### config.mk
export PLATFORM = sky130hd
export DESIGN_NAME = systolic_feeder
export DESIGN_NICKNAME = d
export VERILOG_FILES = /design/src/rtl/systolic_feeder.sv
export SDC_FILE = /design/constraint.sdc
export NUM_CORES = 2
export LEC_CHECK = 0
export CAP_MARGIN = 40
export CORE_AREA = 8 8 242 244
export DETAILED_ROUTE_END_ITERATION = 8
export DIE_AREA = 0 0 250 252
export HOLD_SLACK_MARGIN = 0.03
export PLACE_DENSITY_LB_ADDON = 0.1
export SLEW_MARGIN = 20
export SYNTH_ARGS = -nofsm -noshare
export SYNTH_HDL_FRONTEND = slang
export SYNTH_SLANG_ARGS = --single-unit
export TNS_END_PERCENT = 20
### constraint.sdc
create_clock -name clk -period 50.1 [get_ports clk]
set_clock_uncertainty 0.2 [all_clocks]
set_input_delay 10.02 -clock clk [delete_from_list [all_inputs] [get_ports clk]]
set_output_delay 10.02 -clock clk [all_outputs]
set_load 0.03 [all_outputs]
### src/rtl/systolic_feeder.sv
// Skewed operand feeder for a 4x4 systolic array: latches X and Y on start,
// clears the PE accumulators, streams 7 diagonal beats, drains, then pulses done.
module systolic_feeder #(
  parameter int DW           = 16,
  parameter int DRAIN_CYCLES = 8
) (
  input  logic              clk,
  input  logic              rst,
  input  logic              start,
  input  logic [16*DW-1:0]  mat_x,
  input  logic [16*DW-1:0]  mat_y,
  output logic [4*DW-1:0]   a,
  output logic [4*DW-1:0]   b,
  output logic              acc_clr,
  output logic              busy,
  output logic              done
);

  localparam int CW = (DRAIN_CYCLES > 0) ? $clog2(DRAIN_CYCLES + 1) : 1;

  typedef enum logic [2:0] {
    IDLE,
    CLEAR,
    FEED,
    DRAIN,
    DONE
  } state_t;

  state_t             state, state_nxt;
  logic [2:0]         t, t_nxt;
  logic [CW-1:0]      dcnt, dcnt_nxt;
  logic [16*DW-1:0]   x_q, y_q;

  logic [4*DW-1:0]    a_nxt, b_nxt;
  logic               acc_clr_nxt, busy_nxt, done_nxt;

  always_ff @(posedge clk or posedge rst) begin
    if (rst) begin
      state <= IDLE;
      t     <= '0;
      dcnt  <= '0;
      x_q   <= '0;
      y_q   <= '0;
    end else begin
      state <= state_nxt;
      t     <= t_nxt;
      dcnt  <= dcnt_nxt;
      if (state == IDLE && start) begin
        x_q <= mat_x;
        y_q <= mat_y;
      end
    end
  end

  always_comb begin
    state_nxt = state;
    t_nxt     = t;
    dcnt_nxt  = dcnt;
    case (state)
      IDLE:  if (start) state_nxt = CLEAR;
      CLEAR: begin
        state_nxt = FEED;
        t_nxt     = '0;
      end
      FEED: begin
        if (t == 3'd6) begin
          state_nxt = (DRAIN_CYCLES == 0) ? DONE : DRAIN;
          dcnt_nxt  = CW'(DRAIN_CYCLES - 1);
        end else begin
          t_nxt = t + 3'd1;
        end
      end
      DRAIN: begin
        if (dcnt == '0) state_nxt = DONE;
        else            dcnt_nxt  = dcnt - 1'b1;
      end
      DONE:    state_nxt = IDLE;
      default: state_nxt = IDLE;
    endcase
  end

  // Outputs are decoded from the next state so the registered values line up
  // with the state they describe; beat t pairs lane l with row/col s where s+l==t.
  always_comb begin
    a_nxt       = '0;
    b_nxt       = '0;
    acc_clr_nxt = (state_nxt == CLEAR);
    busy_nxt    = (state_nxt != IDLE);
    done_nxt    = (state_nxt == DONE);
    if (state_nxt == FEED) begin
      for (int unsigned l = 0; l < 4; l++) begin
        for (int unsigned s = 0; s < 4; s++) begin
          if (32'(t_nxt) == s + l) begin
            a_nxt[DW*l +: DW] = y_q[DW*(4*s+l) +: DW];
            b_nxt[DW*l +: DW] = x_q[DW*(4*l+s) +: DW];
          end
        end
      end
    end
  end

  always_ff @(posedge clk or posedge rst) begin
    if (rst) begin
      a       <= '0;
      b       <= '0;
      acc_clr <= 1'b0;
      busy    <= 1'b0;
      done    <= 1'b0;
    end else begin
      a       <= a_nxt;
      b       <= b_nxt;
      acc_clr <= acc_clr_nxt;
      busy    <= busy_nxt;
      done    <= done_nxt;
    end
  end

endmodule

# == Word level (Yosys, flattened, before mapping) ==
# Index checks and enable logic that the tools add are counted.
# word_totals
inputBits,515
reg_bits,653
output_inout_bits,131
# op_classes
n_eq_ne,15
muxes,43
n_reduce_logical,7
addsub,2
# ops
op,count
$mux W16,32
$mux W64,2
$eq A3 B2 Y1 const B,5
$eq A3 B3 Y1 const B,5
$mux W3,4
$pmux W3 S4,1
$eq A3 B1 Y1 const B,3
$mux W4,2
$pmux W4 S2,1
$logic_not A3 Y1,2
$pmux W3 S2,1
$logic_not A4 Y1,1
$ne A2 B2 Y1 const B,2
$sub A4 B1 Y4 const B,1
$add A3 B1 Y3 const B,1
$reduce_and A3 Y1,1
$reduce_bool A3 Y1,1
$reduce_bool A2 Y1,1
$logic_and A1 B1 Y1,1

# == Logic depth before layout (Yosys ltp) ==
# depth
word_depth,9
ltp_mapped,11

# == Worst setup path after synthesis ==
# Ideal clock, no wire load.
# synth_path
kind,input port to flip-flop
from,input port start
to,register x_q[100]
required_time_ns,49.775
t_arrival_ns,11.213
stages,5
n_path_buf,3
setup_time_ns,0.125
setup_slack_ns,38.562
cell_sequence,nor4b_1 -> buf_2 -> clkbuf_1 -> buf_2 -> mux2_2
# synth_between
elab_chain_len,1
# synth_lines
item,line,source
"start, declared",9,"input logic start,"
$logic_and A1 B1 Y1,48,if (state == IDLE && start) begin
"end signal, assigned",49,x_q <= mat_x;
"end, declared",32,"logic [16*DW-1:0] x_q, y_q;"
# Every way passes these cells.
# A chain may end at the register's enable or synchronous reset.

# == Worst setup path in the final report ==
# layout_path
from,input port start
to,register y_q[177]
# layout_between
elab_chain_len,1
# layout_lines
item,line,source
$logic_and A1 B1 Y1,48,
"end signal, assigned",50,y_q <= mat_y;
"end, declared",32,
# Every way passes these cells.

==> impl_results.html <==
<table>
<tr><th>Metric</th><th>Value</th></tr>
<tr><th colspan="2">Worst setup path</th></tr>
<tr><td>CP Class</td><td>primary input to flip-flop</td></tr>
<tr><td>CP Data Required Time</td><td>around 50 ns</td></tr>
<tr><td>Biggest fanout along the worst timing path</td><td>182</td></tr>
<tr><td>Cell-by-cell trace of the critical path</td><td>clkdlybuf4s50_1, nor4b_2, buf_12, buf_4, buf_12, mux2_2</td></tr>
<tr><td>Buffers plus inverters on the worst setup path</td><td>4</td></tr>
<tr><td>Crit end category</td><td>flip-flop</td></tr>
<tr><td>Crit start category</td><td>primary input</td></tr>
<tr><td>CP max stage delay</td><td>around 0.66 ns</td></tr>
<tr><td>Slowest CP cell</td><td>buf_12</td></tr>
<tr><td>Data arrival time of the critical path</td><td>about 13 ns</td></tr>
<tr><td>Cell mode on critical path</td><td>buf_12</td></tr>
<tr><td>Category of cells accounting for the largest share of critical-path delay</td><td>buffers and inverters</td></tr>
<tr><th colspan="2">Floorplanning</th></tr>
<tr><td>Io pins</td><td>roughly 650</td></tr>
<tr><td>Core ar.</td><td>0.0547 mm²</td></tr>
<tr><td>Die ar.</td><td>approximately 0.063 mm²</td></tr>
<tr><td>Number of placement rows</td><td>86</td></tr>
<tr><td>Vert. Die Dim</td><td>between 200 and 300 µm</td></tr>
<tr><td>Die Width</td><td>between 200 and 300 µm</td></tr>
<tr><td>Effective utilization at floorplan</td><td>slightly above 50%</td></tr>
<tr><th colspan="2">Power</th></tr>
<tr><td>Peak ir drop on the vdd network</td><td>about 0.000053 V</td></tr>
<tr><td>Pwr Density</td><td>around 64 mW/mm²</td></tr>
<tr><td>Sequential share of power</td><td>between 30% and 40%</td></tr>
<tr><td>Leakage</td><td>around 15 nW</td></tr>
<tr><td>Switching share of power</td><td>between 30% and 40%</td></tr>
<tr><td>Internal power component</td><td>1.50 mW</td></tr>
<tr><td>Psw</td><td>877 µW</td></tr>
<tr><td>Share of total power in combinational logic</td><td>40.3%</td></tr>
<tr><td>Clock power share</td><td>22.0%</td></tr>
<tr><th colspan="2">Clock network</th></tr>
<tr><td>Count of clock tree sinks</td><td>between 600 and 700</td></tr>
<tr><td>Clock slew at reported path FFs</td><td>around 0.060 ns</td></tr>
<tr><td>Latest clock arrival within the worst-skew pair</td><td>roughly 0.61 ns</td></tr>
<tr><td>CTS Root Buffer Type</td><td>clkbuf_16</td></tr>
<tr><td>CTS Buffer Depth</td><td>3</td></tr>
<tr><td>Post-cts sizing count</td><td>0</td></tr>
<tr><td>TritonCTS buffer count</td><td>69</td></tr>
<tr><td>TritonCTS clock tree</td><td>built</td></tr>
<tr><td>Post-cts hold buffer count</td><td>0</td></tr>
<tr><td>H-Tree Depth</td><td>3</td></tr>
<tr><td>Number of post-CTS setup repair buffers</td><td>0</td></tr>
<tr><th colspan="2">Logic synthesis</th></tr>
<tr><td>Count of flip-flops with a built-in enable after synthesis</td><td>0</td></tr>
<tr><td>Fraction of the mapped netlist area in adder cells</td><td>less than 1%</td></tr>
<tr><td>Count of distinct cell types in the synthesized netlist</td><td>48</td></tr>
<tr><td>Number of synthesized register bits</td><td>between 600 and 700</td></tr>
<tr><td>Seq/Total Area, Yosys</td><td>between 50% and 60%</td></tr>
<tr><td>Share of cell area taken by muxes after synthesis</td><td>between 20% and 30%</td></tr>
<tr><td>Area share of and/or/nand/nor cells after synthesis</td><td>6.22%</td></tr>
<tr><td>Yosys warning total</td><td>0</td></tr>
<tr><td>Main flop type after synthesis</td><td>dfrtp_1</td></tr>
<tr><td>Synth Area in Compound Gates</td><td>under 10%</td></tr>
<tr><td>Per-instance average area after synthesis</td><td>13.0 µm²</td></tr>
<tr><td>Post-synthesis share of cell area spent on xor and xnor gates</td><td>0%</td></tr>
<tr><td>Dominant combinational cell family by area after synthesis</td><td>multiplexers</td></tr>
<tr><td>Total nets after synthesis</td><td>between 2000 and 3000</td></tr>
<tr><td>Number of cells produced by synthesis</td><td>about 2100</td></tr>
<tr><td>Share of synthesized registers carrying an async set or reset</td><td>100%</td></tr>
<tr><td>Area of the mapped netlist</td><td>~0.028 mm²</td></tr>
<tr><th colspan="2">STA</th></tr>
<tr><td>Worst hold-check slack</td><td>~0.30 ns</td></tr>
<tr><td>Slack of the critical path</td><td>approximately 37 ns</td></tr>
<tr><td>Measured slew at the worst slew-check pin</td><td>1.10 ns</td></tr>
<tr><td>Count of endpoints failing setup in the final report</td><td>0</td></tr>
<tr><td>Count of pins over their slew limit</td><td>0</td></tr>
<tr><td>Period utilization</td><td>between 20% and 30%</td></tr>
<tr><td>Max frequency</td><td>0.0780 GHz</td></tr>
<tr><td>Relative max-transition margin</td><td>a little over a quarter</td></tr>
<tr><td>Endpoints failing hold</td><td>0</td></tr>
<tr><td>TNS Setup</td><td>0 ns</td></tr>
<tr><td>Final worst path period need</td><td>~13 ns</td></tr>
<tr><td>RSZ-0062 raised after global routing</td><td>false</td></tr>
<tr><th colspan="2">Global route</th></tr>
<tr><td>Antenna violations before repair</td><td>44</td></tr>
<tr><td>Maximum number of pins on one net before global-route repair</td><td>around 180</td></tr>
<tr><td>Via count of the first global-routing pass</td><td>approximately 22000</td></tr>
<tr><td>Global-route wire length before repair</td><td>about 140000 µm</td></tr>
<tr><td>Grt total ovfl</td><td>0</td></tr>
<tr><td>GRT Total Usage</td><td>between 20% and 30%</td></tr>
<tr><th colspan="2">Finish</th></tr>
<tr><td>Count of nets after finishing</td><td>3221</td></tr>
<tr><td>Most frequent standard cell in the layout excluding fill and tap cells</td><td>dfrtp_1</td></tr>
<tr><td>Fraction of final layout cells sized beyond drive strength 1</td><td>about a quarter</td></tr>
<tr><td>Leading cell types in the layout, fill and taps excluded</td><td>dfrtp_1 (653), clkdlybuf4s50_1 (645), mux2_2 (544)</td></tr>
<tr><td>Non-Filler Cell Area, Final</td><td>0.0373 mm²</td></tr>
<tr><td>Synthesis-to-layout area growth</td><td>35.1%</td></tr>
<tr><th colspan="2">Placed design</th></tr>
<tr><td>DPL Wire Length</td><td>roughly 62000 µm</td></tr>
<tr><td>Cell area reported after detailed placement</td><td>between 0.03 and 0.04 mm²</td></tr>
<tr><td>DP Worst Slack</td><td>about 37 ns</td></tr>
<tr><td>Last weighted congestion value of the routability-driven placer</td><td>approximately 0.85</td></tr>
<tr><td>Port-buffer cells</td><td>~650</td></tr>
<tr><th colspan="2">Drt</th></tr>
<tr><td>Number of violations reported at the end of detailed-routing iteration 0</td><td>~1500</td></tr>
<tr><td>Total wire length</td><td>90800 µm</td></tr>
<tr><td>Number of search-and-repair iterations in the first detailed-routing pass</td><td>7</td></tr>
<tr><td>Post-DRT Antenna Nets</td><td>0</td></tr>
<tr><td>Vias after detailed routing</td><td>around 21000</td></tr>
<tr><td>Via count normalized by instance count</td><td>about 5.9</td></tr>
<tr><td>DRC violations left</td><td>0</td></tr>
<tr><td>Routed wire per std cell</td><td>approximately 26 µm</td></tr>
<tr><th colspan="2">Run</th></tr>
<tr><td>Reported max-cap violation count</td><td>0</td></tr>
<tr><th colspan="2">Hold path</th></tr>
<tr><td>Class of the tightest hold or removal check</td><td>flip-flop to flip-flop</td></tr>
<tr><th colspan="2">Outcome</th></tr>
<tr><td>Result of the run</td><td>finished clean</td></tr>
</table>
[per-layer routing]
metal | vias to the layer above | GRT usage (%) | part of all wire, % | wire length [µm]
met5 | - | 0 | 0.17 | 152
met4 | 22 | 13.7 | 4.2 | 3820
met3 | 196 | 8.43 | 7.6 | 6910
met2 | 780 | 45.1 | 49 | 44400
met1 | 10514 | 34.4 | 39 | 35500
li1 | 9004 | - | - | -
[per-stage QoR]
step                utilization, %  power [mW]  instances
floorplan                        -        1.51       2125
global placement              63.1        1.79       3319
detailed placement            63.7        1.85       3334
CTS                           68.0        2.38       3456
global route                  68.2        2.50       3486
finish                        68.2        2.38       3493
[cell usage after synthesis, types with 20 or more instances]
master / n / share of area, %
o21a_1: 33 / 0.90
clkbuf_1: 86 / 1.2
nor3_1: 97 / 1.8
buf_1: 20 / 0.27
o22ai_1: 33 / 0.75
nand3_1: 163 / 3.0
a311oi_1: 32 / 1.0
a21oi_1: 67 / 1.2
a31oi_1: 37 / 0.84
nand2_1: 67 / 0.91
a21o_1: 36 / 0.98
mux2_2: 544 / 22
o41ai_1: 31 / 0.98
o21ai_0: 67 / 1.2
buf_2: 75 / 1.4
dfrtp_1: 653 / 59
o211ai_1: 31 / 0.84
[registers in the layout, summed over array words and instances, names as in the netlist]
name / count
dcnt: 4
x_q: 256
a: 64
b: 64
t: 3
done: 1
acc_clr: 1
state: 3
busy: 1
y_q: 256
[cell type report]
cell class                 count  area [µm²]
clock inverter                15         225
timing repair buffer         691        7130
inverter                       8        40.0
sequential                   653       16300
tap                          704         881
fill                        3999       17400
clock buffer                 107        2070
multi-input combinational   1280       10500
antenna                       35        87.6
[final timing paths]
path	from	to	slack (ns)	cells after the start
worst max-delay path	start	y_q[177]	37.29	6
worst max register to register	state[2]	a[58]	45.70	10
min in group asynchronous	rst	x_q[107]	9.50	2
worst min register to register	x_q[40]	x_q[40]	0.30	1
worst min-delay path	x_q[40]	x_q[40]	0.30	1
max in group asynchronous	rst	a[4]	38.30	6
[power by group through the flow]
stage / sequential [mW] / clock, mW / combinational, mW
2_1_floorplan: 0.905 / 0 / 0.601
3_3_place_gp: 0.887 / 0 / 0.903
3_5_place_dp: 0.899 / 0 / 0.953
4_1_cts: 0.893 / 0.529 / 0.957
5_1_grt: 0.922 / 0.551 / 1.03
6_report: 0.896 / 0.522 / 0.958
[cell families after synthesis]
family | Yosys count
AOI/OAI and AO/OA | 381
DFF | 653
muxes | 544
buffers and inverters | 192
and+or+nand+nor | 352
adders and majority gates | 3
[worst register-to-register path: stages, from the launching register on]
cell	delay [ns]
dfrtp_1	0.80
nand2b_1	0.42
o221a_2	0.26
buf_4	0.58
nor2_4	0.15
buf_12	0.22
inv_4	0.22
buf_16	0.31
buf_4	0.66
nand3_1	0.30
a31oi_1	0.21
Power figures use the tool's default switching activity.
